[src/rtl/kl_pipe_pkg.sv]
`default_nettype none
// ============================================================================
// Package     : kl_pipe_pkg
// Description : Shared definitions for the pipeline scoreboard. Holds the
//               register-file geometry defaults, the register-index type, the
//               scoreboard control states and the pipeline opcode constants.
// Revision    : 1.0 - initial release
// ============================================================================
package kl_pipe_pkg;

  localparam int KL_NREGS = 8;
  localparam int KL_CNT_W = 2;
  localparam int KL_IDX_W = $clog2(KL_NREGS);

  typedef logic [KL_IDX_W-1:0] reg_idx_t;

  // Scoreboard control states
  typedef enum logic [1:0] {
    ST_RUN    = 2'd0,
    ST_DRAIN  = 2'd1,
    ST_HALTED = 2'd2
  } sb_state_e;

  // Pipeline opcodes
  localparam logic [2:0] OP_ADD = 3'b000;
  localparam logic [2:0] OP_SUB = 3'b001;
  localparam logic [2:0] OP_AND = 3'b010;
  localparam logic [2:0] OP_LDR = 3'b011;
  localparam logic [2:0] OP_STR = 3'b100;
  localparam logic [2:0] OP_BR  = 3'b101;

  // Largest value an in-flight counter of the given width can hold
  function automatic int cnt_max(input int width);
    return (1 << width) - 1;
  endfunction

endpackage
`default_nettype wire

[src/rtl/sb_counter.sv]
`default_nettype none
// ============================================================================
// Module      : sb_counter
// Description : One saturating up/down in-flight write counter for a single
//               architectural register, with an underflow indication.
// Ports       : clk, rst       - clock, synchronous active-high reset
//               inc_i          - one more write issued to this register
//               dec_i          - one write retired at writeback
//               cnt_o          - current count
//               sat_o          - count is at its maximum
//               next_zero_o    - count will be zero after this edge
//               uflow_o        - writeback arrived while count was zero
// Revision    : 1.0 - initial release
// ============================================================================
module sb_counter #(
  parameter int CNT_W = 2
) (
  input  logic             clk,
  input  logic             rst,
  input  logic             inc_i,
  input  logic             dec_i,
  output logic [CNT_W-1:0] cnt_o,
  output logic             sat_o,
  output logic             next_zero_o,
  output logic             uflow_o
);

  localparam logic [CNT_W-1:0] C_MAX  = {CNT_W{1'b1}};
  localparam logic [CNT_W-1:0] C_ZERO = '0;

  logic [CNT_W-1:0] cnt_q;
  logic [CNT_W-1:0] cnt_d;

  // Simultaneous inc and dec cancel. Both ends clamp so the count never wraps;
  // the issue side relies on sat_o to keep inc away from a full counter.
  always_comb begin
    cnt_d = cnt_q;
    if (inc_i && !dec_i && (cnt_q != C_MAX)) begin
      cnt_d = cnt_q + 1'b1;
    end else if (dec_i && !inc_i && (cnt_q != C_ZERO)) begin
      cnt_d = cnt_q - 1'b1;
    end
  end

  always_ff @(posedge clk) begin
    if (rst) begin
      cnt_q <= C_ZERO;
    end else begin
      cnt_q <= cnt_d;
    end
  end

  assign cnt_o       = cnt_q;
  assign sat_o       = (cnt_q == C_MAX);
  assign next_zero_o = (cnt_d == C_ZERO);
  assign uflow_o     = dec_i && (cnt_q == C_ZERO);

endmodule
`default_nettype wire

[src/rtl/pipeline_scoreboard_ctrl.sv]
`default_nettype none
// ============================================================================
// Module      : pipeline_scoreboard_ctrl
// Description : Register scoreboard for an in-order pipeline. Tracks the
//               number of in-flight writes per register, stalls decode on
//               source hazards or counter saturation, and provides a
//               drain/halt handshake for quiescing the pipeline.
// Ports       : clk, rst                  - clock, synchronous active-high reset
//               issue_valid_i             - decode presents an instruction
//               issue_rs_a_i/issue_rs_b_i - source registers
//               issue_use_a_i/issue_use_b_i - source actually read
//               issue_write_i/issue_rd_i  - instruction writes issue_rd_i
//               wb_write_i/wb_writenum_i  - writeback to wb_writenum_i
//               drain_req_i               - level request to quiesce
//               stall_o                   - decode must hold (combinational)
//               issue_fire_o              - instruction issues (combinational)
//               busy_mask_o               - per-register nonzero count
//               halted_o                  - drained, issue blocked
//               sb_err_o                  - sticky underflow flag
// Config      : SB_WB_BYPASS_EN - when defined, a source whose single pending
//               write is being written back this cycle does not stall.
// Revision    : 1.0 - initial release
// ============================================================================
module pipeline_scoreboard_ctrl
  import kl_pipe_pkg::*;
#(
  parameter  int NREGS = KL_NREGS,
  parameter  int CNT_W = KL_CNT_W,
  localparam int IDX_W = $clog2(NREGS)
) (
  input  logic             clk,
  input  logic             rst,
  input  logic             issue_valid_i,
  input  logic [IDX_W-1:0] issue_rs_a_i,
  input  logic [IDX_W-1:0] issue_rs_b_i,
  input  logic             issue_use_a_i,
  input  logic             issue_use_b_i,
  input  logic             issue_write_i,
  input  logic [IDX_W-1:0] issue_rd_i,
  input  logic             wb_write_i,
  input  logic [IDX_W-1:0] wb_writenum_i,
  input  logic             drain_req_i,
  output logic             stall_o,
  output logic             issue_fire_o,
  output logic [NREGS-1:0] busy_mask_o,
  output logic             halted_o,
  output logic             sb_err_o
);

  localparam logic [CNT_W-1:0] C_ONE = CNT_W'(1);

  logic [CNT_W-1:0] w_cnt [NREGS];
  logic [NREGS-1:0] w_inc;
  logic [NREGS-1:0] w_dec;
  logic [NREGS-1:0] w_sat;
  logic [NREGS-1:0] w_next_zero;
  logic [NREGS-1:0] w_uflow;

  sb_state_e state_q;
  sb_state_e state_d;
  logic      sb_err_q;

  // --------------------------------------------------------------------------
  // Per-register in-flight counters
  // --------------------------------------------------------------------------
  generate
    for (genvar i = 0; i < NREGS; i++) begin : g_cnt
      assign w_inc[i] = issue_fire_o && issue_write_i && (issue_rd_i == IDX_W'(i));
      assign w_dec[i] = wb_write_i && (wb_writenum_i == IDX_W'(i));

      sb_counter #(
        .CNT_W (CNT_W)
      ) u_cnt (
        .clk         (clk),
        .rst         (rst),
        .inc_i       (w_inc[i]),
        .dec_i       (w_dec[i]),
        .cnt_o       (w_cnt[i]),
        .sat_o       (w_sat[i]),
        .next_zero_o (w_next_zero[i]),
        .uflow_o     (w_uflow[i])
      );

      assign busy_mask_o[i] = |w_cnt[i];
    end
  endgenerate

  // --------------------------------------------------------------------------
  // Hazard detection
  // --------------------------------------------------------------------------
  logic [CNT_W-1:0] w_cnt_a;
  logic [CNT_W-1:0] w_cnt_b;
  logic             w_byp_a;
  logic             w_byp_b;
  logic             w_haz_a;
  logic             w_haz_b;
  logic             w_haz_sat;

  assign w_cnt_a = w_cnt[issue_rs_a_i];
  assign w_cnt_b = w_cnt[issue_rs_b_i];

`ifdef SB_WB_BYPASS_EN
  // The register file writes through, so the last outstanding write landing
  // this cycle is already visible to a read in the same cycle.
  assign w_byp_a = (w_cnt_a == C_ONE) && wb_write_i && (wb_writenum_i == issue_rs_a_i);
  assign w_byp_b = (w_cnt_b == C_ONE) && wb_write_i && (wb_writenum_i == issue_rs_b_i);
`else
  assign w_byp_a = 1'b0;
  assign w_byp_b = 1'b0;
`endif

  assign w_haz_a   = issue_use_a_i && (|w_cnt_a) && !w_byp_a;
  assign w_haz_b   = issue_use_b_i && (|w_cnt_b) && !w_byp_b;
  assign w_haz_sat = issue_write_i && w_sat[issue_rd_i];

  // --------------------------------------------------------------------------
  // Control FSM: state register
  // --------------------------------------------------------------------------
  always_ff @(posedge clk) begin
    if (rst) begin
      state_q <= ST_RUN;
    end else begin
      state_q <= state_d;
    end
  end

  // --------------------------------------------------------------------------
  // Control FSM: next state
  // --------------------------------------------------------------------------
  always_comb begin
    state_d = state_q;
    unique case (state_q)
      ST_RUN: begin
        if (drain_req_i) state_d = ST_DRAIN;
      end
      ST_DRAIN: begin
        // A withdrawn request wins over completion in the same cycle.
        if (!drain_req_i)      state_d = ST_RUN;
        else if (&w_next_zero) state_d = ST_HALTED;
      end
      ST_HALTED: begin
        if (!drain_req_i) state_d = ST_RUN;
      end
      default: state_d = ST_RUN;
    endcase
  end

  // --------------------------------------------------------------------------
  // Control FSM: outputs
  // --------------------------------------------------------------------------
  // A new drain request also blocks issue in the cycle it appears, so no new
  // work enters while the FSM moves to DRAIN.
  always_comb begin
    stall_o = 1'b0;
    if (issue_valid_i) begin
      if (state_q == ST_RUN) begin
        stall_o = drain_req_i || w_haz_a || w_haz_b || w_haz_sat;
      end else begin
        stall_o = 1'b1;
      end
    end
  end

  assign issue_fire_o = issue_valid_i && !stall_o;
  assign halted_o     = (state_q == ST_HALTED);

  // --------------------------------------------------------------------------
  // Sticky underflow flag
  // --------------------------------------------------------------------------
  always_ff @(posedge clk) begin
    if (rst) begin
      sb_err_q <= 1'b0;
    end else if (|w_uflow) begin
      sb_err_q <= 1'b1;
    end
  end

  assign sb_err_o = sb_err_q;

endmodule
`default_nettype wire

[config.mk]
export PLATFORM = sky130hd
export DESIGN_NAME = pipeline_scoreboard_ctrl
export DESIGN_NICKNAME = d
export VERILOG_FILES = /design/src/rtl/kl_pipe_pkg.sv /design/src/rtl/sb_counter.sv /design/src/rtl/pipeline_scoreboard_ctrl.sv
export SDC_FILE = /design/constraint.sdc
export NUM_CORES = 1
export LEC_CHECK = 0
export ABC_AREA = 1
export CAP_MARGIN = 30
export CORE_MARGIN = 2
export CORE_UTILIZATION = 56
export CTS_BUF_LIST = sky130_fd_sc_hd__clkbuf_8
export CTS_CLUSTER_DIAMETER = 30
export DETAILED_ROUTE_END_ITERATION = 16
export PLACE_DENSITY = 0.91
export SYNTH_ARGS = -nofsm -noshare
export SYNTH_HDL_FRONTEND = slang
export SYNTH_SLANG_ARGS = --single-unit
export TNS_END_PERCENT = 30
[constraint.sdc]
create_clock -name clk -period 2.6 [get_ports clk]
set_input_delay 0.39 -clock clk [delete_from_list [all_inputs] [get_ports clk]]
set_output_delay 0.39 -clock clk [all_outputs]
set_load 0.01 [all_outputs]
Yosys cells after proc, flatten, opt, wreduce, memory -nomap -nowiden. Index checks and enable logic that the tools add are counted.

Reductions and logical operators: 121. Multiplexer cells: 31. Bitwise gates (word level): 2. Equality and inequality tests: 35. Add/subtract/negate cells: 16. Magnitude comparators: 3.

Operators by type and width (count): $logic_and A1 B1 Y1 (61); $mux W2 (24); $logic_not A2 Y1 (17); $eq A3 B3 Y1 const B (8); $ne A2 B2 Y1 const B (10); $reduce_or A2 Y1 (10); $eq A2 B2 Y1 const B (9); $logic_not A1 Y1 (17); $add A2 B1 Y2 const B (8); $reduce_bool A2 Y1 (8); $sub A2 B1 Y2 const B (8); $bmux W2 S3 (2); $eq A3 B2 Y1 const B (4); $ge A4 B4 Y1 const B (2); $not A3 Y4 (2); $reduce_and A8 Y1 (1); $reduce_or A8 Y1 (1); $eq A3 B1 Y1 const B (2); $logic_not A3 Y1 (2); $pmux W2 S3 (1); $lt A3 B4 Y1 const B (1); $bmux W1 S3 (1); $logic_or A1 B1 Y1 (3); $mux W1 (3); other kinds (3) (3).

Bits of input ports: 20. Word-level logic and storage cells: 218. Register bits: 19. Output and inout bits: 12.

Longest topological paths before layout.
Depth after elaboration: 25. Depth in mapped cells: 22.

Cells and area by module. From an unflattened synthesis, not the netlist that was laid out.

Cell total of the unflattened synthesis: 358. Area, all modules: 2124.5 um^2.

By module, submodules not included: sb_counter (g_cnt[0].u_cnt ...) (instances 7, area each 182.7 um^2, cells each 27, seq. area each 40.0 um^2); pipeline_scoreboard_ctrl (instances 1, area each 678.2 um^2, cells each 143, seq. area each 60.1 um^2); sb_counter (g_cnt[3].u_cnt) (instances 1, area each 167.7 um^2, cells each 26, seq. area each 40.0 um^2).

Worst setup path after synthesis. Ideal clock, no wire load.

Kind: register to register. Start: reg g_cnt[6].u_cnt.cnt_q[0]. End: reg state_q[0]. Cell stages (with the launch flop): 23. Path slack: 519 ps. Library setup time: 109 ps. Buffers on the path: 1. Arrival time: 1972 ps. Cell sequence: dfxtp_1 > ha_1 > inv_1 > nand2_1 > nand2_1 > nand2_1 > nand2_1 > nand2_1 > nand3_2 > nand2_1 > nor2_2 > nand3_2 > nor2_4 > buf_6 > nand3_2 > nand3_1 > nand2_1 > nor2_1 > nand2_1 > nor2_2 > nand3_1 > nand2_1 > inv_1.

Cells in the longest elaborated chain, start to end: 23. Elaborated cells between the ends (all ways): 101.

RTL lines: start: declaration (RTL line sb_counter.sv:31) `logic [CNT_W-1:0] cnt_q;`; start signal: assignment (RTL line sb_counter.sv:49) `cnt_q <= cnt_d;`; $bmux W2 S3 (RTL line pipeline_scoreboard_ctrl.sv:99) `assign w_cnt_a = w_cnt[issue_rs_a_i];`; $mux W2 (not written as such) (2 in series) (RTL line pipeline_scoreboard_ctrl.sv:99); $reduce_or A2 Y1 (RTL line pipeline_scoreboard_ctrl.sv:112) `assign w_haz_a = issue_use_a_i && (|w_cnt_a) && !w_byp_a;`; $logic_and A1 B1 Y1 (RTL line pipeline_scoreboard_ctrl.sv:112); $logic_or A1 B1 Y1 (3 in series) (RTL line pipeline_scoreboard_ctrl.sv:157) `stall_o = drain_req_i || w_haz_a || w_haz_b || w_haz_sat;`; $mux W1 (RTL line pipeline_scoreboard_ctrl.sv:156) `if (state_q == ST_RUN) begin`; $mux W1 (RTL line pipeline_scoreboard_ctrl.sv:155) `if (issue_valid_i) begin`; $logic_not A1 Y1 (RTL line pipeline_scoreboard_ctrl.sv:164) `assign issue_fire_o = issue_valid_i && !stall_o;`; (+3 left out); $logic_not A1 Y1 (RTL line sb_counter.sv:40) `end else if (dec_i && !inc_i && (cnt_q != C_ZERO)) begin`; $logic_and A1 B1 Y1 (2 in series) (RTL line sb_counter.sv:40); $mux W2 (RTL line sb_counter.sv:40); $mux W2 (RTL line sb_counter.sv:38) `if (inc_i && !dec_i && (cnt_q != C_MAX)) begin`; $logic_not A2 Y1 (RTL line sb_counter.sv:55) `assign next_zero_o = (cnt_d == C_ZERO);`; $reduce_and A8 Y1 * (RTL line pipeline_scoreboard_ctrl.sv:139) `else if (&w_next_zero) state_d = ST_HALTED;`; $ne A3 B3 Y1 (no line) *; $reduce_and A3 Y1 (no line) *; end signal: assignment (RTL line pipeline_scoreboard_ctrl.sv:123) `state_q <= state_d;`; end: declaration (RTL line pipeline_scoreboard_ctrl.sv:59) `sb_state_e state_q;`.

Every way passes the cells marked *; elsewhere a longest branch is shown, timed or not. The select of a mux whose other input is x is not followed. A chain may end at the register's enable or synchronous reset.

Final worst setup path.
Start: reg g_cnt[4].u_cnt.cnt_q[0]. End: reg state_q[1].

Cells in the longest elaborated chain, start to end: 23. Elaborated cells between the ends (all ways): 101.

RTL lines (RTL line): start: declaration (sb_counter.sv:31); start signal: assignment (sb_counter.sv:49); $bmux W2 S3 (pipeline_scoreboard_ctrl.sv:99); $mux W2 (not written as such) (2 in series) (pipeline_scoreboard_ctrl.sv:99); $reduce_or A2 Y1 (pipeline_scoreboard_ctrl.sv:112); $logic_and A1 B1 Y1 (pipeline_scoreboard_ctrl.sv:112); $logic_or A1 B1 Y1 (3 in series) (pipeline_scoreboard_ctrl.sv:157); $mux W1 (pipeline_scoreboard_ctrl.sv:156); $mux W1 (pipeline_scoreboard_ctrl.sv:155); $logic_not A1 Y1 (pipeline_scoreboard_ctrl.sv:164); (+3 left out); $logic_not A1 Y1 (sb_counter.sv:40); $logic_and A1 B1 Y1 (2 in series) (sb_counter.sv:40); $mux W2 (sb_counter.sv:40); $mux W2 (sb_counter.sv:38); $logic_not A2 Y1 (sb_counter.sv:55); $reduce_and A8 Y1 * (pipeline_scoreboard_ctrl.sv:139); $ne A3 B3 Y1 (no line) *; $reduce_and A3 Y1 (no line) *.

Marks and branches as above.

==> summary.md <==
Timing
- **post-route setup slack** 0.0369 ns
- **worst clock skew** 0.00343 ns
- **final hold vios** 0
- **post-route worst hold slack** 0.525 ns
- **Finish-stage setup viols** 0
- **Max Clock Freq** 390 MHz
- **fin crit period** 2.56 ns
- **max-slew headroom at the worst pin** 71.2%
- **Slew Viols, Final** 0
- **setup repair after global routing missed its margin** true
- **Tcrit/Tclk final** 98.6%
- **worst-margin pin slew** 0.428 ns

Critical path
- **Crit Path Class** flip-flop to flip-flop
- **cell repeated most along the worst path** nand2_1
- **crit path max-delay cell type** dfxtp_1
- **critical path launch point type** flip-flop
- **arrival time reported for the critical path endpoint** 2.76 ns
- **cell breakdown of the critical path** ha_1, inv_1, nand2_1, nand2_1, nand2_1, nand2_1, nand2_1, nand3_2, nand2_1, nor2_2, nand3_2, nor2_4, buf_6, nand3_1, nand3_1, nand2_1, nor2_2, nand2_1, nor2_2, nand3_1, a21oi_1
- **maximum fanout encountered on the critical timing path** 9
- **delay of the slowest cell on the worst path** 0.34 ns
- **crit path capture type** flip-flop
- **required time of the worst setup path** 2.80 ns

CTS
- **depth of the CTS H-tree** 1
- **Num CTS Buffers** 3
- **# clock sinks** 19
- **hold buffers post-CTS** 0
- **TritonCTS clock tree** done
- **Clock Tree Buf Depth** 2
- **insertion delay of the later-clocked pin in the worst-skew pair** 0.26 ns
- **CTS clock-pin slew for the worst setup and hold paths** 0.08 ns
- **library cell used as clock root buffer** clkbuf_8

Power
- **Power, Total** 724 uW
- **Max rail drop VDD** 249 uV
- **leakage component of the power** 1.44 nW
- **Power per Cell Area** 262 mW/mm2

Place
- **DP HPWL** 4.81 mm
- **Post-Place Cells** 452
- **cell area reported after detailed placement** 0.00259 mm2
- **setup slack at placement** -0.341 ns
- **final RePlAce weighted congestion** 0.965
- **port buffer count** 31

Synthesis
- **largest cells by area after synthesis** dfxtp_1 20%, nand2_1 17%, nand3_1 12%
- **sequential element share of the synthesized area** 19.5%
- **Avg Cell Area, Syn** 5.71 um2
- **Synth area leader** dfxtp_1
- **library cells used by synthesis** 23
- **top cell type's share of synthesized area** 19.5%
- **number of synthesized register bits** 19
- **yosys warns** 0
- **total standard cell area after synthesis** 0.00195 mm2
- **number of nets produced by synthesis** 377
- **instance count of the mapped netlist** 341

Route
- **first drt pass iteration count** 5
- **final wirelength** 6.63 mm
- **Via density** 5.58
- **remaining antenna violation count** 0
- **routed length per placed instance** 14.4 um
- **number of remaining DRC errors** 0
- **violation count after the first detailed-route iteration** 317
- **total vias in the final route** 2569

Run status
- **result of the run** finished, final reports clean

Finish
- **total of fill cells in the finished design** 238
- **number of inserted diodes** 0
- **fraction of layout instances using a drive strength above 1** 20.0%
- **final cell count without fillers** 460
- **layout overhead on the synthesized area** 41.9%
- **area taken by flip-flops and latches** 384 um2
- **finished layout cell area** 0.00276 mm2
- **Post-layout nets** 451
- **footprint of the multi-input gates** 0.00142 mm2

Floorplan
- **number of I/O pins** 32
- **Site Rows** 21
- **starting density of the core** 58.3%
- **Die Span Y** 62.9 um
- **die extent in x** 62.9 um
- **core outline area** 0.00334 mm2
- **Die ar.** 0.00396 mm2

Global routing
- **via count of the first global-routing pass** 2421
- **wire length of the first global-routing pass** 10.5 mm
- **maximum number of pins on one net before global-route repair** 13
- **initial antenna violation count** 0
- **gr usage total** 32.8%
- **leftover overflow at the end of global routing** 0

Run
- **max-capacitance violation count** 0

Hold path
- **Hold WC Path Type** flip-flop to flip-flop

==> logic make-up (layout without fill, tap and decap cells) <==
| family | after synthesis | after routing | share of synthesized area, % |
|---|---|---|---|
| adder cells (fa/ha/maj) | 16 | 16 | 10.3 |
| AND/OR/NAND/NOR | 220 | 220 | 51.0 |
| buffers and inverters | 60 | 133 | 12.1 |
| AO/OA/AOI/OAI | 26 | 26 | 7.07 |
| flip-flops | 19 | 19 | 19.5 |
==> through the flow <==
step,setup TNS (ns),util [%]
2_1_floorplan,0,-
3_3_place_gp,-0.704,77.6
4_1_cts,0,78.9
3_5_place_dp,-0.975,77.6
5_1_grt,-0.349,82.7
6_report,0,82.7
==> path summary, 6_finish.rpt <==
check / startpoint / to / slack, ns / cells past startpoint
setup / recovery: g_cnt[4].u_cnt.cnt_o[0] / state_q[1] / 0.04 / 21
setup reg to reg: g_cnt[4].u_cnt.cnt_o[0] / state_q[1] / 0.04 / 21
hold reg to reg: g_cnt[4].u_cnt.cnt_o[0] / g_cnt[4].u_cnt.cnt_o[0] / 0.53 / 2
hold / removal: g_cnt[4].u_cnt.cnt_o[0] / g_cnt[4].u_cnt.cnt_o[0] / 0.53 / 2
==> cell usage after synthesis, drive strengths merged <==
cell	n
clkbuf	1
nor3	2
a21oi	20
a2111oi	1
dfxtp	19
nand4	17
a31oi	1
buf	4
nor2	59
o22ai	2
nand2	87
inv	55
ha	16
nand3	53
nand3b	2
o21ai	2
==> sequential cells by signal (all words and copies together) (netlist names) <==
name / count
g_cnt.u_cnt.cnt_o: 16
state_q: 2
sb_err_o: 1
==> layer usage <==
layer  global-route usage [%]  vias up  wire length, um
met3                     5.41       33              602
met5                        0        -                0
met1                     39.2     1124             2560
met2                     57.8      160             3230
li1                         -     1252                -
met4                     13.6        0              239
==> critical path, delay by kind of cell, from the launching register on <==
kind | cells | cell delay [ns]
compound gates | 1 | 0.12
simple gates | 17 | 1.58
buf+inv | 2 | 0.23
flops | 1 | 0.34
fa+ha+maj | 1 | 0.23
==> power breakdown <==
| group | switching [mW] | internal [mW] |
|---|---|---|
| sequential | 0.00493 | 0.296 |
| combinational | 0.109 | 0.0919 |
| clock | 0.116 | 0.107 |
==> area by class of cell <==
class                      count  area share [%]
timing repair buffer          74            23.5
clock buffer                   3            1.50
inverter                      55            7.48
sequential                    19            13.9
multi-input combinational    262            51.3
tap                           46            2.09
clock inverter                 1           0.181
==> placed cells by master, fill, tap and decap left out, drive strengths merged <==
master,instances
nor3,2
clkinv,1
nand3b,2
dlymetal6s2s,1
o21ai,2
nand4,17
a31oi,1
ha,16
clkdlybuf4s50,25
nand2,87
o22ai,2
inv,55
a2111oi,1
buf,43
clkbuf,3
dfxtp,19
nand3,53
dlygate4sd2,5
nor2,59
a21oi,20
==> repair_timing <==
action                                  CTS  global route
buffers inserted                          0             4
endpoints found under the hold margin     0             0
endpoints found under the setup margin    4             3
cloned                                    0             0
pin swaps                                 0             3
resized for setup                         8            29
Note: power is estimated with default switching activity, not from simulation.
